[config.mk]
export PLATFORM = sky130hd
export DESIGN_NAME = lif_neuron_scheduler
export DESIGN_NICKNAME = d
export VERILOG_FILES = /design/src/rtl/lif_neuron_scheduler_pkg.sv /design/src/rtl/lif_neuron_scheduler_potential_update.sv /design/src/rtl/lif_neuron_scheduler.sv
export SDC_FILE = /design/constraint.sdc
export NUM_CORES = 1
export LEC_CHECK = 0
export ABC_AREA = 1
export BUFFER_PORTS_ARGS = -buffer_cell sky130_fd_sc_hd__buf_2
export CAP_MARGIN = 0
export CORE_ASPECT_RATIO = 0.75
export CORE_MARGIN = 5
export CORE_UTILIZATION = 55
export CTS_CLUSTER_SIZE = 12
export DETAILED_ROUTE_END_ITERATION = 8
export PLACE_DENSITY = 0.73
export SLEW_MARGIN = 20
export SYNTH_ARGS = -nofsm -noshare
export SYNTH_HDL_FRONTEND = slang
export SYNTH_SLANG_ARGS = --single-unit
[constraint.sdc]
create_clock -name clk_i -period 4.15 [get_ports clk_i]
set_input_delay 0.6225 -clock clk_i [delete_from_list [all_inputs] [get_ports clk_i]]
set_output_delay 0.6225 -clock clk_i [all_outputs]
set_load 0.01 [all_outputs]
[src/rtl/lif_neuron_scheduler_pkg.sv]
// Shared types and reset constants for the time-multiplexed LIF neuron scheduler.
// The refractory reload value is only used when LIF_SCHED_REFRACTORY_EN is defined.
package lif_sched_pkg;

  typedef enum logic [1:0] {
    IDLE = 2'd0,
    SCAN = 2'd1,
    EMIT = 2'd2
  } sched_state_e;

  localparam int unsigned DEF_WEIGHT  = 1;
  localparam int unsigned DEF_LEAK    = 1;
  localparam int unsigned DEF_THRESH  = 16;
  localparam logic [1:0]  REFR_RELOAD = 2'd3;

endpackage

[src/rtl/lif_neuron_scheduler_potential_update.sv]
// One neuron's membrane update: saturating charge or zero-floored leak,
// followed by the threshold compare on the updated value.
module lif_potential_update #(
  parameter int WIDTH = 8
) (
  input  logic [WIDTH-1:0] v_i,
  input  logic             chg_i,
  input  logic [WIDTH-1:0] weight_i,
  input  logic [WIDTH-1:0] leak_i,
  input  logic [WIDTH-1:0] thresh_i,
  output logic [WIDTH-1:0] v_next_o,
  output logic             fire_o
);

  logic [WIDTH:0]   sum;
  logic [WIDTH-1:0] charged;
  logic [WIDTH-1:0] leaked;

  assign sum     = {1'b0, v_i} + {1'b0, weight_i};
  assign charged = sum[WIDTH] ? '1 : sum[WIDTH-1:0];
  assign leaked  = (v_i > leak_i) ? (v_i - leak_i) : '0;

  assign v_next_o = chg_i ? charged : leaked;
  assign fire_o   = (v_next_o >= thresh_i);

endmodule

[src/rtl/lif_neuron_scheduler.sv]
// Round-robin scheduler sharing one LIF update among N_NEURONS virtual neurons;
// spikes leave on a valid/ready port. Define LIF_SCHED_REFRACTORY_EN for refractory counters.
//
// state | meaning
// IDLE  | paused, ptr retained, no service
// SCAN  | servicing neuron ptr this cycle
// EMIT  | spike for neuron ptr offered downstream, ptr frozen
module lif_neuron_scheduler
  import lif_sched_pkg::*;
#(
  parameter  int WIDTH     = 8,
  parameter  int N_NEURONS = 4,
  localparam int ID_W      = $clog2(N_NEURONS)
) (
  input  logic                 clk_i,
  input  logic                 rst_n_i,
  input  logic                 enable_i,
  input  logic                 clear_i,
  input  logic [N_NEURONS-1:0] spike_in_i,
  input  logic                 cfg_we_i,
  input  logic [WIDTH-1:0]     cfg_weight_i,
  input  logic [WIDTH-1:0]     cfg_leak_i,
  input  logic [WIDTH-1:0]     cfg_thresh_i,
  output logic                 spike_out_valid_o,
  output logic [ID_W-1:0]      spike_out_id_o,
  input  logic                 spike_out_ready_i,
  output logic                 sweep_done_o,
  output logic                 busy_o
);

  localparam logic [ID_W-1:0] LAST = ID_W'(N_NEURONS - 1);

  sched_state_e         state_q, state_d;
  logic [ID_W-1:0]      ptr_q, ptr_d;
  logic [WIDTH-1:0]     v_q [N_NEURONS];
  logic [WIDTH-1:0]     v_d [N_NEURONS];
  logic [N_NEURONS-1:0] pending_q, pending_d;
  logic                 valid_q, valid_d;
  logic [ID_W-1:0]      id_q, id_d;
  logic                 sweep_q, sweep_d;
  logic [WIDTH-1:0]     weight_q, leak_q, thresh_q;

  logic             svc, chg, upd_fire, fire, advance;
  logic [WIDTH-1:0] v_upd, v_new;

  // clear pre-empts the visit; ptr then holds so the neuron is serviced next cycle
  assign svc = (state_q == SCAN) && !clear_i;
  assign chg = pending_q[ptr_q] | spike_in_i[ptr_q];

  lif_potential_update #(.WIDTH(WIDTH)) u_update (
    .v_i      (v_q[ptr_q]),
    .chg_i    (chg),
    .weight_i (weight_q),
    .leak_i   (leak_q),
    .thresh_i (thresh_q),
    .v_next_o (v_upd),
    .fire_o   (upd_fire)
  );

`ifdef LIF_SCHED_REFRACTORY_EN
  logic [1:0] refr_q [N_NEURONS];
  logic [1:0] refr_d [N_NEURONS];
  logic       in_refr;

  assign in_refr = (refr_q[ptr_q] != 2'd0);
  assign fire    = upd_fire & ~in_refr;
  assign v_new   = in_refr ? '0 : v_upd;

  always_comb begin
    refr_d = refr_q;
    if (clear_i) begin
      for (int i = 0; i < N_NEURONS; i++) refr_d[i] = '0;
    end else if (svc) begin
      if (in_refr)   refr_d[ptr_q] = refr_q[ptr_q] - 2'd1;
      else if (fire) refr_d[ptr_q] = REFR_RELOAD;
    end
  end

  always_ff @(posedge clk_i or negedge rst_n_i) begin
    if (!rst_n_i) begin
      for (int i = 0; i < N_NEURONS; i++) refr_q[i] <= '0;
    end else begin
      refr_q <= refr_d;
    end
  end
`else
  assign fire  = upd_fire;
  assign v_new = v_upd;
`endif

  always_ff @(posedge clk_i or negedge rst_n_i) begin
    if (!rst_n_i) begin
      state_q <= IDLE;
    end else begin
      state_q <= state_d;
    end
  end

  always_comb begin
    state_d = state_q;
    case (state_q)
      IDLE:    if (enable_i) state_d = SCAN;
      SCAN: begin
        if (svc && fire)    state_d = EMIT;
        else if (!enable_i) state_d = IDLE;
      end
      EMIT:    if (spike_out_ready_i) state_d = enable_i ? SCAN : IDLE;
      default: state_d = IDLE;
    endcase
  end

  always_comb begin
    advance = 1'b0;
    valid_d = valid_q;
    id_d    = id_q;
    case (state_q)
      SCAN: begin
        if (svc) begin
          if (fire) begin
            valid_d = 1'b1;
            id_d    = ptr_q;
          end else begin
            advance = 1'b1;
          end
        end
      end
      EMIT: begin
        if (spike_out_ready_i) begin
          valid_d = 1'b0;
          advance = 1'b1;
        end
      end
      default: ;
    endcase
    ptr_d   = advance ? ((ptr_q == LAST) ? '0 : ptr_q + 1'b1) : ptr_q;
    sweep_d = advance && (ptr_q == LAST);

    v_d       = v_q;
    pending_d = pending_q | spike_in_i;
    if (clear_i) begin
      for (int i = 0; i < N_NEURONS; i++) v_d[i] = '0;
      pending_d = spike_in_i;
    end else if (svc) begin
      v_d[ptr_q]       = fire ? '0 : v_new;
      pending_d[ptr_q] = 1'b0;
    end
  end

  always_ff @(posedge clk_i or negedge rst_n_i) begin
    if (!rst_n_i) begin
      ptr_q     <= '0;
      pending_q <= '0;
      valid_q   <= 1'b0;
      id_q      <= '0;
      sweep_q   <= 1'b0;
      weight_q  <= WIDTH'(DEF_WEIGHT);
      leak_q    <= WIDTH'(DEF_LEAK);
      thresh_q  <= WIDTH'(DEF_THRESH);
      for (int i = 0; i < N_NEURONS; i++) v_q[i] <= '0;
    end else begin
      ptr_q     <= ptr_d;
      pending_q <= pending_d;
      valid_q   <= valid_d;
      id_q      <= id_d;
      sweep_q   <= sweep_d;
      v_q       <= v_d;
      if (cfg_we_i) begin
        weight_q <= cfg_weight_i;
        leak_q   <= cfg_leak_i;
        thresh_q <= cfg_thresh_i;
      end
    end
  end

  assign spike_out_valid_o = valid_q;
  assign spike_out_id_o    = id_q;
  assign sweep_done_o      = sweep_q;
  assign busy_o            = (state_q != IDLE);

endmodule

* Word-level counts from Yosys, hierarchy flattened
Cells that the tools add are included.
** Word-level totals
- Flip-flop bits (word level) :: 68
- Bits of input ports :: 34
- Output and inout port bits :: 5
- Word-level logic and storage cells :: 83
** Operators by class
- Add/sub/neg operators :: 3
- Order comparisons :: 6
- Equality and inequality tests :: 8
- Mux-type cells :: 35
- Bitwise gates (word level) :: 5
- Reduce and logical (&&, ||, !) cells :: 13
** Operators by type and width (count)
- $mux 32 :: 2
- $mux 8 :: 7
- $bwmux 32 :: 1
- $bmux 8 s2 :: 1
- $demux 8 s2 :: 1
- $mux 1 :: 10
- $mux 2 :: 5
- $add 8x8->9 :: 1
- $ge 8x8->1 :: 1
- $gt 8x8->1 :: 1
- $mux 4 :: 2
- $ne 2x2->1 const B :: 4
- $sub 8x8->8 :: 1
- $pmux 2 s3 :: 1
- $reduce_and 3->1 :: 2
- $reduce_bool 2->1 :: 3
- $logic_and 1x1->1 :: 5
- $and 4x4->4 :: 1
- $bmux 1 s2 :: 2
- $eq 2x2->1 const B :: 2
- $not 4->4 :: 1
- $or 4x4->4 :: 1
- $pmux 1 s2 :: 2
- $reduce_and 4->1 :: 1
- other kinds (12) :: 12

* Longest topological paths before layout
Gate-level depths: netlist of run 1.
- Word-level depth :: 12
- Mapped depth :: 28
- Mapped depth without buffers :: 27

* Hierarchy
Synthesis of run 1 repeated with hierarchy kept, for this count alone.
** Second synthesis, totals
- Cell total of the unflattened synthesis :: 509
- Area, all modules :: 4370.4 um^2
** By module, submodules not included
- lif_neuron_scheduler :: times used 1, cells an instance 312, area each 3240.6 um^2, sequential area each 1705.4 um^2
- lif_potential_update :: times used 1, cells an instance 197, area each 1129.8 um^2, sequential area each 0.0 um^2

* Least setup slack after synthesis of run 1
Ideal clock, no wire load.
- Path kind :: register -> register
- Start :: reg ptr_q[0]
- End :: reg v_q[28] in the netlist's numbering
- Library setup time :: 0.066 ns
- Data arrival time :: 3.523 ns
- Required time :: 4.084 ns
- Path slack :: 0.561 ns
- Cell stages (with the launch flop) :: 22
- Period minus slack after synthesis :: 3.589 ns
- Cells stage by stage :: dfrtp_1 inv_1 buf_2 buf_1 nor2_1 o22ai_1 ha_1 a21oi_1 nor2_1 nor2_1 nand2_1 nor2_8 nand3_2 and2_1 ha_1 a21o_1 nor2_1 nand2_1 clkinv_1 buf_2 nand4_1 nand2_1
** Between the ends
- Longest elaborated chain between the ends :: 12
- Elaborated cells between the ends (all ways) :: 25
** RTL lines
- start, declared :: RTL line lif_neuron_scheduler.sv:34 : logic [ID_W-1:0] ptr_q, ptr_d;
- start signal, assigned :: RTL line lif_neuron_scheduler.sv:161 : ptr_q <= ptr_d;
- $not 2->3 :: RTL line lif_neuron_scheduler.sv:51, lif_neuron_scheduler.sv:144
- $bmux 8 s2 :: RTL line lif_neuron_scheduler.sv:51 : .v_i (v_q[ptr_q]),
- $mux 8 (implied by the code) (2 in a row) :: RTL line lif_neuron_scheduler.sv:51
- $sub 8x8->8, or another cell as far along :: RTL line lif_neuron_scheduler_potential_update.sv:21 : assign leaked = (v_i > leak_i) ? (v_i - leak_i) : '0;
- $mux 8 (on tied branches) :: RTL line lif_neuron_scheduler_potential_update.sv:21, lif_neuron_scheduler_potential_update.sv:20
- $mux 8 :: RTL line lif_neuron_scheduler_potential_update.sv:23 : assign v_next_o = chg_i ? charged : leaked;
- $ge 8x8->1 :: RTL line lif_neuron_scheduler_potential_update.sv:24 : assign fire_o = (v_next_o >= thresh_i);
- $mux 8 :: RTL line lif_neuron_scheduler.sv:144 : v_d[ptr_q] = fire ? '0 : v_new;
- $bwmux 32 * :: RTL line lif_neuron_scheduler.sv:144
- $mux 32 * :: RTL line lif_neuron_scheduler.sv:143 : end else if (svc) begin
- $mux 32 * :: RTL line lif_neuron_scheduler.sv:140 : if (clear_i) begin
- end signal, assigned :: RTL line lif_neuron_scheduler.sv:166 : v_q <= v_d;
- end, declared :: RTL line lif_neuron_scheduler.sv:35 : logic [WIDTH-1:0] v_q [N_NEURONS];
Mark *: on every way between the ends. The rest lies on a longest branch, timed or not. The select of a mux whose other input is x is not followed.
A chain may end at the register's enable or synchronous reset.

* Final worst setup path of run 1
- Start :: reg ptr_q[0]
- End :: reg v_q[1] in the netlist's numbering
The elaborated chain is that of the path after synthesis.

==> results of run 1 <==
==> final cells by class <==
cell class | count | area (µm²) | share of cell area [%]
Clock buffer | 15 | 176 | 3.50
Timing Repair inverter | 1 | 5.00 | 0.0994
Timing Repair Buffer | 58 | 408 | 8.10
Multi-Input combinational cell | 395 | 2320 | 46.0
Clock inverter | 1 | 5.00 | 0.0994
Sequential cell | 68 | 1710 | 33.9
Tap cell | 101 | 126 | 2.51
Inverter | 76 | 289 | 5.74
==> sequential cells by signal, indices dropped and copies added (netlist names) <==
name,cells
leak_q,8
thresh_q,8
spike_out_valid_o,1
sweep_done_o,1
v_q,32
weight_q,8
state_q,2
spike_out_id_o,2
ptr_q,2
pending_q,4
==> synthesized netlist by cell type, drive strengths merged, types with 2 or more instances <==
| cell type | number |
|---|---|
| buf | 6 |
| nand2 | 171 |
| nand3b | 2 |
| dfrtp | 65 |
| o22ai | 7 |
| o21ai | 52 |
| ha | 32 |
| and2 | 5 |
| xnor2 | 3 |
| fa | 2 |
| clkbuf | 7 |
| inv | 75 |
| dfstp | 3 |
| xor2 | 2 |
| a21oi | 18 |
| or2 | 3 |
| a32oi | 2 |
| nand3 | 25 |
| mux2 | 10 |
| a21o | 2 |
| nor2 | 32 |
| nand4 | 26 |
==> logic make-up (layout without fill, tap and decap cells) <==
logic type | after synthesis | after routing | share of synthesized area (%)
simple gates | 265 | 265 | 27.4
buf+inv | 89 | 151 | 7.97
compound gates | 81 | 81 | 10.7
flops | 68 | 68 | 39.9
fa+ha+maj | 34 | 34 | 10.3
mux | 10 | 10 | 2.64
xor+xnor | 5 | 5 | 1.03
==> per-layer routing <==
layer / up-vias / routed length [µm] / track usage, %
li1: 1907 / - / -
met1: 1867 / 5230 / 33.2
met2: 208 / 4940 / 34.1
met3: 27 / 1030 / 7.40
met4: 0 / 283 / 8.07
met5: - / 0 / 0
==> what timing repair did <==
action,in CTS,in global routing
cloned,0,3
setup endpoints to repair,5,40
hold buffers,0,0
setup buffers,0,11
hold endpoints to repair,0,0
resized for setup,1,31
pin swaps,0,5
==> through the flow <==
| step | setup TNS, ns | std cells | hold slack, ns | utilization (%) |
|---|---|---|---|---|
| 6_report | 0 | 715 | 0.292 | 67.4 |
| 5_1_grt | -0.317 | 715 | 0.360 | 67.4 |
| 4_1_cts | 0 | 701 | 0.316 | 64.1 |
| 3_5_place_dp | 0 | 685 | 0.464 | 61.6 |
| 3_3_place_gp | 0 | 685 | 0.451 | 61.6 |
| 2_1_floorplan | 0 | 552 | 0.327 | - |
==> worst min path at each step <==
| stage | from | endpoint | slack, ns |
|---|---|---|---|
| after floorplan | rst_n_i | leak_q[1] | 0.33 |
| after global placement | spike_out_valid_o | spike_out_valid_o | 0.45 |
| after detailed placement | v_q[13] | v_q[13] | 0.46 |
| after CTS | rst_n_i | weight_q[5] | 0.32 |
| after global routing | rst_n_i | leak_q[2] | 0.36 |
| final | rst_n_i | weight_q[5] | 0.29 |
==> critical path: cells and delay by family, from the launching register on <==
family / cells / cell delay [ns]
DFF: 1 / 0.44
AOI/OAI and AO/OA: 4 / 0.76
buffers and inverters: 6 / 0.64
and+or+nand+nor: 13 / 1.24
adders and majority gates: 3 / 0.86
==> cell usage in the layout (no fill, tap or decap), drive strengths merged, types with 3 or more instances in the layout <==
cell type and instances:
inv 75, mux2 10, clkbuf 17, nand4 26, and2 5, ha 32
dfstp 3, dfrtp 65, nand3 25, a21oi 18, nand2 171, o21ai 52
o22ai 7, xnor2 3, nor2 32, or2 3, buf 56
==> impl_metrics.py, run 1 <==
metrics = {
    "timing": {
        "max_freq_ghz": 0.249,
        "skew_ns": 0.0111,
        "hold_viol": 0,
        "maxSlewViolCount": 0,
        "fin_ws_ns": 0.127,
        "min_period_over_period_pct": 96.9,
        "grt_setup_unrepaired": "true",
        "relSlewSlack_pct": 38.8,
        "post-route-min-period_ns": 4.02,
        "setup_viol": 0,
        "tightest_slew_ns": 0.918,
    },
    "logic_synthesis": {
        "async_flop_share_pct": 100,
        "ys_seq_elements": 68,
        "synth_nets": 620,
        "synth_ff_type": "dfrtp_1",
        "synth_cell_types": 29,
        "synthCells": 552,
        "yosysSeqAreaShare_pct": 39.9,
        "yosys_warnings": 0,
        "synth-edff-count": 0,
        "syn_area_per_cell_um2": 7.74,
        "netlist_top_cells_area": "dfrtp_1, nand2_1, ha_1",
        "synth_top_cell_area_share_pct": 38.1,
        "syn_area_um2": 4270,
        "synth_top_area_cell": "dfrtp_1",
    },
    "finish": {
        "num-fill-cells": 596,
        "final_cell_area_um2": 5030,
        "area_delta_synth_final_pct": 17.9,
        "nets": 677,
        "num_antenna_cells": 0,
        "drive_gt1_share_pct": 18.7,
    },
    "global_routing": {
        "grt_pass1_wl_mm": 17.8,
        "antenna_found_initial": 0,
        "grtUsageTotal_pct": 23.5,
        "grt.overflow.total": 0,
        "grt_pass1_vias": 3651,
        "grt_max_degree": 40,
    },
    "critical_path": {
        "r2r_cells": 26,
        "max_stage_delay_ns": 0.44,
        "start_kind": "flip-flop",
        "rrSetupSlack_ns": 0.13,
        "crit_path_end": "v_q[1]",
        "crit_path_top_delay_cell": "dfrtp_2",
        "cp.required_ns": 4.43,
        "worstSetupPathType": "reg -> reg",
        "critPathMaxFanout": 13,
        "crit_path_start": "ptr_q[0]",
        "endpoint_kind": "flip-flop",
        "timing.rr.start": "ptr_q[0]",
        "arrival_ns": 4.31,
        "crit_path_frequent_cell": "nand2_1",
        "r2r-end": "v_q[1]",
    },
    "die": {
        "ioPinCount": 39,
        "die_y_um": 86.3,
        "core_area_um2": 7470,
        "fp.dieW_um": 112,
        "num_rows": 27,
        "floorplan.initialDensity_pct": 57.2,
        "dieArea_um2": 9640,
    },
    "route": {
        "postRouteAntennaNets": 0,
        "drt_iter0_drc": 414,
        "dr.pass1.iters": 5,
        "via_per_inst": 5.61,
        "routed_wl_mm": 11.5,
        "routedWlPerCell_um": 16.1,
        "route.detailed.drc": 0,
        "via_count": 4009,
    },
    "clocking": {
        "clk_pin_slew_ns": 0.07,
        "cts_sinks": 68,
        "htreeDepth": 3,
        "cts.path.max_buffers": 2,
        "cts_buffers": 9,
        "cts_tree": "yes",
        "cts-root-buf": "clkbuf_8",
        "insertion_delay_ns": 0.36,
    },
    "placed_design": {
        "dpl.hpwl_mm": 7.95,
        "io_buffers": 38,
        "place_congestion": 0.927,
        "pre_cts_slack_ns": 0.0109,
        "postPlaceCellArea_um2": 4600,
    },
    "run": {
        "drv_cap": 0,
    },
    "min_path": {
        "hold_path.class": "in -> async",
    },
    "status": {
        "status": "completed",
    },
}
Power of run 1 is not shown: default switching activity piles up to over one toggle a cycle in this logic, so the estimate is an artifact.
==> run 2, diff against run 1 <==
- ABC_AREA: 1 -> default
==> impl_metrics.py, run 2 <==
metrics = {
    "status": {
        "status": "complete, but fails checks",
        "violations": "negative setup slack",
    },
    "route": {
        "postRouteAntennaNets": 0,
        "drt_iter0_drc": 226,
        "route.detailed.drc": 0,
        "routed_wl_mm": 10.4,
        "routedWlPerCell_um": 18.6,
        "via_count": 3301,
        "dr.pass1.iters": 4,
        "via_per_inst": 5.93,
    },
    "global_routing": {
        "grtUsageMet3_pct": 5.80,
        "busiest_layer": "met1",
        "antenna_found_initial": 0,
        "grt_max_degree": 39,
        "met1_usage_pct": 34.4,
        "use_met2_pct": 34.3,
        "grt_pass1_wl_mm": 16.5,
        "grt.overflow.total": 0,
        "grt_pass1_vias": 3287,
        "grtUsageTotal_pct": 23.5,
    },
    "timing": {
        "tns_ns": -0.518,
        "post-route-min-period_ns": 4.26,
        "fin_ws_ns": -0.114,
        "grt_setup_unrepaired": "true",
        "min_period_over_period_pct": 103,
        "skew_ns": 0.00661,
        "hold_slack_ns": 0.391,
        "relSlewSlack_pct": 41.7,
        "maxSlewViolCount": 0,
        "max_freq_ghz": 0.235,
        "tightest_slew_ns": 0.874,
        "hold_viol": 0,
        "setup_viol": 7,
    },
    "logic_synthesis": {
        "syn_area_um2": 4010,
        "synth_cell_types": 58,
        "yosys_warnings": 0,
        "yosysSeqAreaShare_pct": 42.5,
        "synth-edff-count": 0,
        "syn_area_per_cell_um2": 10.5,
        "synth_nets": 449,
        "netlist_top_cells_area": "dfrtp_1, ha_1, a22o_1",
        "synth_ff_type": "dfrtp_1",
        "synth_top_area_cell": "dfrtp_1",
        "ys_seq_elements": 68,
        "async_flop_share_pct": 100,
        "synthTopCellsByCount": "dfrtp_1, ha_1, nand2_1",
        "synth.most_common_cell": "dfrtp_1",
        "synth_top_cell_area_share_pct": 40.6,
        "synthCells": 381,
    },
    "die": {
        "fp.dieW_um": 109,
        "core_area_um2": 7230,
        "floorplan.initialDensity_pct": 55.5,
        "num_rows": 27,
        "die_y_um": 83.9,
        "ioPinCount": 39,
        "dieArea_um2": 9110,
    },
    "clocking": {
        "cts.path.max_buffers": 2,
        "insertion_delay_ns": 0.35,
        "cts-root-buf": "clkbuf_8",
        "cts_tree": "yes",
        "cts_buffers": 9,
        "cts_sinks": 68,
        "htreeDepth": 3,
        "cts_hold_buf": 0,
        "clk_pin_slew_ns": 0.07,
    },
    "critical_path": {
        "cp.required_ns": 4.39,
        "start_kind": "flip-flop",
        "critPathMaxFanout": 6,
        "arrival_ns": 4.50,
        "crit_path_cell_trace": "mux4_2 > ha_4 > fa_2 > a211o_1 > a31oi_4 > o211ai_1 > nor3_2 > a2bb2oi_2 > inv_1 > ha_4 > nand2_2 > nor3_2 > a21oi_2 > buf_6 > o211ai_1 > o221ai_2 > mux2_4",
        "max_stage_delay_ns": 0.57,
        "endpoint_kind": "flip-flop",
        "worstSetupPathType": "reg -> reg",
        "crit_path_top_delay_cell": "mux4_2",
    },
    "power": {
        "total_power_w": 0.00352,
        "leakage_nw": 2.35,
        "powerDensity_nw_per_um2": 696,
        "ir_worst_vdd_mv": 0.372,
    },
    "finish": {
        "area_delta_synth_final_pct": 26.2,
        "final_common_cell": "dfrtp_1",
        "drive_gt1_share_pct": 36.8,
        "layout.cells.non_filler": 557,
        "nets": 519,
        "num-fill-cells": 559,
        "final_cell_mix": "dfrtp_1, buf_2, buf_4",
        "regMostFlops": "v_q",
        "final_cell_area_um2": 5060,
        "largest_reg_flops": 32,
        "num_antenna_cells": 0,
    },
    "run": {
        "drv_cap": 0,
    },
    "placed_design": {
        "io_buffers": 38,
        "place_inst": 531,
        "dpl.hpwl_mm": 7.42,
        "postPlaceCellArea_um2": 4500,
        "place_congestion": 0.891,
    },
    "min_path": {
        "hold_path.class": "in -> async",
    },
}
[run 2: cell count changes in the layout (fill, tap and decap cells not counted), sizes merged, moves of 8 or more]
cell and delta:
nand2 -140, inv -47, a22o +26, nand4 -24, nand3 -22, buf +19, nor2 -14, o21ai -11
a21oi +8, mux4 +8
[run 2: routing by layer]
metal,wire length (µm),vias to the layer above
met1,4740,1635
met5,0,-
met2,4840,121
met3,668,11
li1,-,1534
met4,118,0
[run 2: critical path, delay by kind of cell (launching register included)]
family,cells,cell delay (ns)
AOI/OAI and AO/OA,7,1.30
adders and majority gates,3,0.81
buffers and inverters,2,0.23
DFF,1,0.44
muxes,2,0.88
and+or+nand+nor,3,0.47
[run 2: stage by stage]
stage | setup slack [ns] | utilization [%]
2_1_floorplan | -0.00511 | -
3_3_place_gp | -0.149 | 62.2
3_5_place_dp | -0.175 | 62.2
4_1_cts | -0.0436 | 67.9
5_1_grt | -0.209 | 70.0
6_report | -0.114 | 70.0
[run 2: path summary, 6_finish.rpt]
| path | startpoint | end | slack, ns | depth (start not counted) |
|---|---|---|---|---|
| min in group clk_i | cfg_leak_i[4] | leak_q[4] | 0.48 | 3 |
| setup / recovery | ptr_q[0] | state_q[0] | -0.11 | 17 |
| hold / removal | rst_n_i | weight_q[1] | 0.39 | 1 |
| max in group asynchronous | rst_n_i | thresh_q[4] | 2.80 | 2 |
| setup reg to reg | ptr_q[0] | state_q[0] | -0.11 | 17 |
| hold reg to reg | v_q[5] | v_q[5] | 0.48 | 2 |
[run 2: cells by family after synthesis]
family                   Yosys count  synth area share (%)
AO/OA/AOI/OAI                    125                  21.7
AND/OR/NAND/NOR                   79                  9.61
flip-flops                        68                  42.5
buffers and inverters             44                  4.65
adder cells (fa/ha/maj)           34                  11.0
multiplexers                      26                  9.46
XOR/XNOR                           5                  1.09
[run 2: report_power, final]
group	switching, W	internal (W)
Combinational	0.00108	0.000971
Clock	0.000253	0.000339
Sequential	0.0000932	0.000785
[run 2: repair_timing]
action / CTS / global route
setup endpoints to repair: 34 / 40
pin swaps: 13 / 17
gates resized for setup: 31 / 31
setup buffers: 7 / 4
[run 2: area by class of cell]
class                      instances  area [µm²]  share of cell area, %
inverter                          28         105                   2.08
timing repair buffer              75         490                   9.70
clock inverter                     4        73.8                   1.46
tap                              101         126                   2.50
multi-input combinational        269        2420                   47.8
clock buffer                      12         135                   2.67
sequential                        68        1710                   33.7
Power figures use the tool's default switching activity.
==> run 3, diff against run 2 <==
- CORE_UTILIZATION: 55 -> 59
- PLACE_DENSITY: 0.73 -> 0.78
==> impl_metrics.py, run 3 (synthesis gave the netlist of run 2 again) <==
metrics = {
    "placed_design": {
        "dpl.hpwl_mm": 7.08,
        "io_buffers": 38,
        "pre_cts_slack_ns": -0.173,
        "place_congestion": 0.883,
    },
    "global_routing": {
        "grt_pass1_vias": 3338,
        "antenna_found_initial": 0,
        "grt.overflow.total": 0,
        "grt_pass1_wl_mm": 16.9,
        "grt_max_degree": 46,
        "grtUsageTotal_pct": 25.4,
    },
    "finish": {
        "largest_reg_flops": 32,
        "num_antenna_cells": 0,
        "area_delta_synth_final_pct": 27.9,
        "regMostFlops": "v_q",
        "multiInputGateArea_um2": 2450,
        "num-fill-cells": 412,
        "post-route-util_pct": 76.5,
        "final_cell_mix": "dfrtp_1, buf_4, buf_2",
        "drive_gt1_share_pct": 40.4,
        "nets": 528,
        "final_common_cell": "dfrtp_1",
        "register_area_um2": 1710,
    },
    "route": {
        "via_count": 3471,
        "routedWlPerCell_um": 20.3,
        "via_per_inst": 6.32,
        "routed_wl_mm": 11.2,
        "postRouteAntennaNets": 0,
        "drt_iter0_drc": 232,
        "route.detailed.drc": 0,
        "dr.pass1.iters": 4,
    },
    "power": {
        "leakage_nw": 2.41,
        "total_power_w": 0.00369,
        "ir_worst_vdd_mv": 0.388,
        "powerDensity_nw_per_um2": 719,
    },
    "run": {
        "drv_cap": 0,
    },
    "status": {
        "violations": "negative setup slack",
        "status": "complete, but fails checks",
    },
    "critical_path": {
        "worstSetupPathType": "reg -> reg",
        "start_kind": "flip-flop",
        "crit_path_start": "ptr_q[0]",
        "endpoint_kind": "flip-flop",
        "critPathMaxFanout": 7,
        "arrival_ns": 4.78,
        "timing.rr.start": "ptr_q[0]",
        "cp.required_ns": 4.44,
    },
    "timing": {
        "maxSlewViolCount": 0,
        "max_freq_ghz": 0.223,
        "setup_viol": 40,
        "fin_ws_ns": -0.343,
        "hold_viol": 0,
        "min_period_over_period_pct": 108,
        "skew_ns": 0.00889,
        "relSlewSlack_pct": 37.4,
        "post-route-min-period_ns": 4.49,
        "grt_setup_unrepaired": "true",
        "tightest_slew_ns": 0.939,
    },
    "clocking": {
        "cts_buffers": 9,
        "cts-root-buf": "clkbuf_8",
        "cts_tree": "yes",
        "htreeDepth": 3,
        "insertion_delay_ns": 0.36,
        "clk_pin_slew_ns": 0.08,
        "cts_sinks": 68,
        "cts_hold_buf": 0,
        "cts.path.max_buffers": 2,
    },
    "die": {
        "floorplan.initialDensity_pct": 59.8,
        "fp.dieW_um": 105,
        "dieArea_um2": 8560,
        "die_y_um": 81.4,
        "ioPinCount": 39,
        "num_rows": 26,
        "core_area_um2": 6700,
    },
    "min_path": {
        "hold_path.class": "in -> async",
    },
}
## run 3: cell count changes in the layout (fill, tap and decap cells not counted), sizes merged
cell | previous run | this run
bufinv | 2 | 1
inv | 28 | 30
clkinv | 2 | 3
buf | 75 | 84
clkbuf | 12 | 10
## run 3: layout make-up
cell class | count | share of cell area, %
Clock buffer | 10 | 2.68
Clock inverter | 6 | 1.37
Inverter | 28 | 2.05
Multi-Input combinational cell | 269 | 47.8
Sequential cell | 68 | 33.3
Tap cell | 84 | 2.05
Timing Repair Buffer | 84 | 10.8
## run 3: layer usage
| metal | wire [µm] | global-route usage, % | vias up |
|---|---|---|---|
| li1 | - | - | 1554 |
| met2 | 5120 | 38.6 | 186 |
| met1 | 4720 | 34.3 | 1703 |
| met3 | 1090 | 9.37 | 28 |
| met4 | 223 | 7.02 | 0 |
| met5 | 0 | 0 | - |
## run 3: power breakdown
part           internal, W  leakage (nW)  switching, W  total, W
registers         0.000783         0.868     0.0000818  0.000865
clock network     0.000299         0.107      0.000279  0.000578
logic              0.00106          1.44       0.00119   0.00224
## run 3: critical path, cell delays in order, from the launching register on
cell	delay [ns]
dfrtp_1	0.40
buf_4	0.14
buf_6	0.11
mux4_2	0.58
buf_4	0.18
ha_4	0.29
nand4_1	0.21
a211oi_4	0.30
o21ai_4	0.13
buf_4	0.17
o31ai_4	0.20
inv_1	0.08
ha_1	0.31
nor3b_2	0.20
o21ai_1	0.14
a21oi_4	0.26
buf_4	0.16
buf_4	0.11
and3_2	0.28
a22o_1	0.17
## run 3: worst paths after layout
check | endpoint | slack [ns] | depth (start not counted)
worst max register to register | v_q[26] | -0.34 | 19
worst max-delay path | v_q[26] | -0.34 | 19
min in group clk_i | leak_q[2] | 0.46 | 3
worst min register to register | v_q[21] | 0.49 | 2
worst min-delay path | leak_q[7] | 0.25 | 1
max in group asynchronous | pending_q[2] | 3.17 | 2
## run 3: through the flow
step | TNS, ns | hold WS [ns] | cell area (µm²) | std cells
5_1_grt | -13.31 | 0.293 | 5130 | 549
4_1_cts | -0.249 | 0.461 | 4840 | 537
2_1_floorplan | -0.00511 | 0.327 | 4070 | 381
6_report | -9.11 | 0.249 | 5130 | 549
3_3_place_gp | -1.49 | 0.463 | 4460 | 512
3_5_place_dp | -2.67 | 0.472 | 4460 | 512
## run 3: timing repair
| item | 4_1_cts | 5_1_grt |
|---|---|---|
| cloned | 0 | 0 |
| pin swaps | 14 | 17 |
| endpoints found under the setup margin | 38 | 40 |
| resized for setup | 24 | 46 |
| buffers inserted | 9 | 14 |
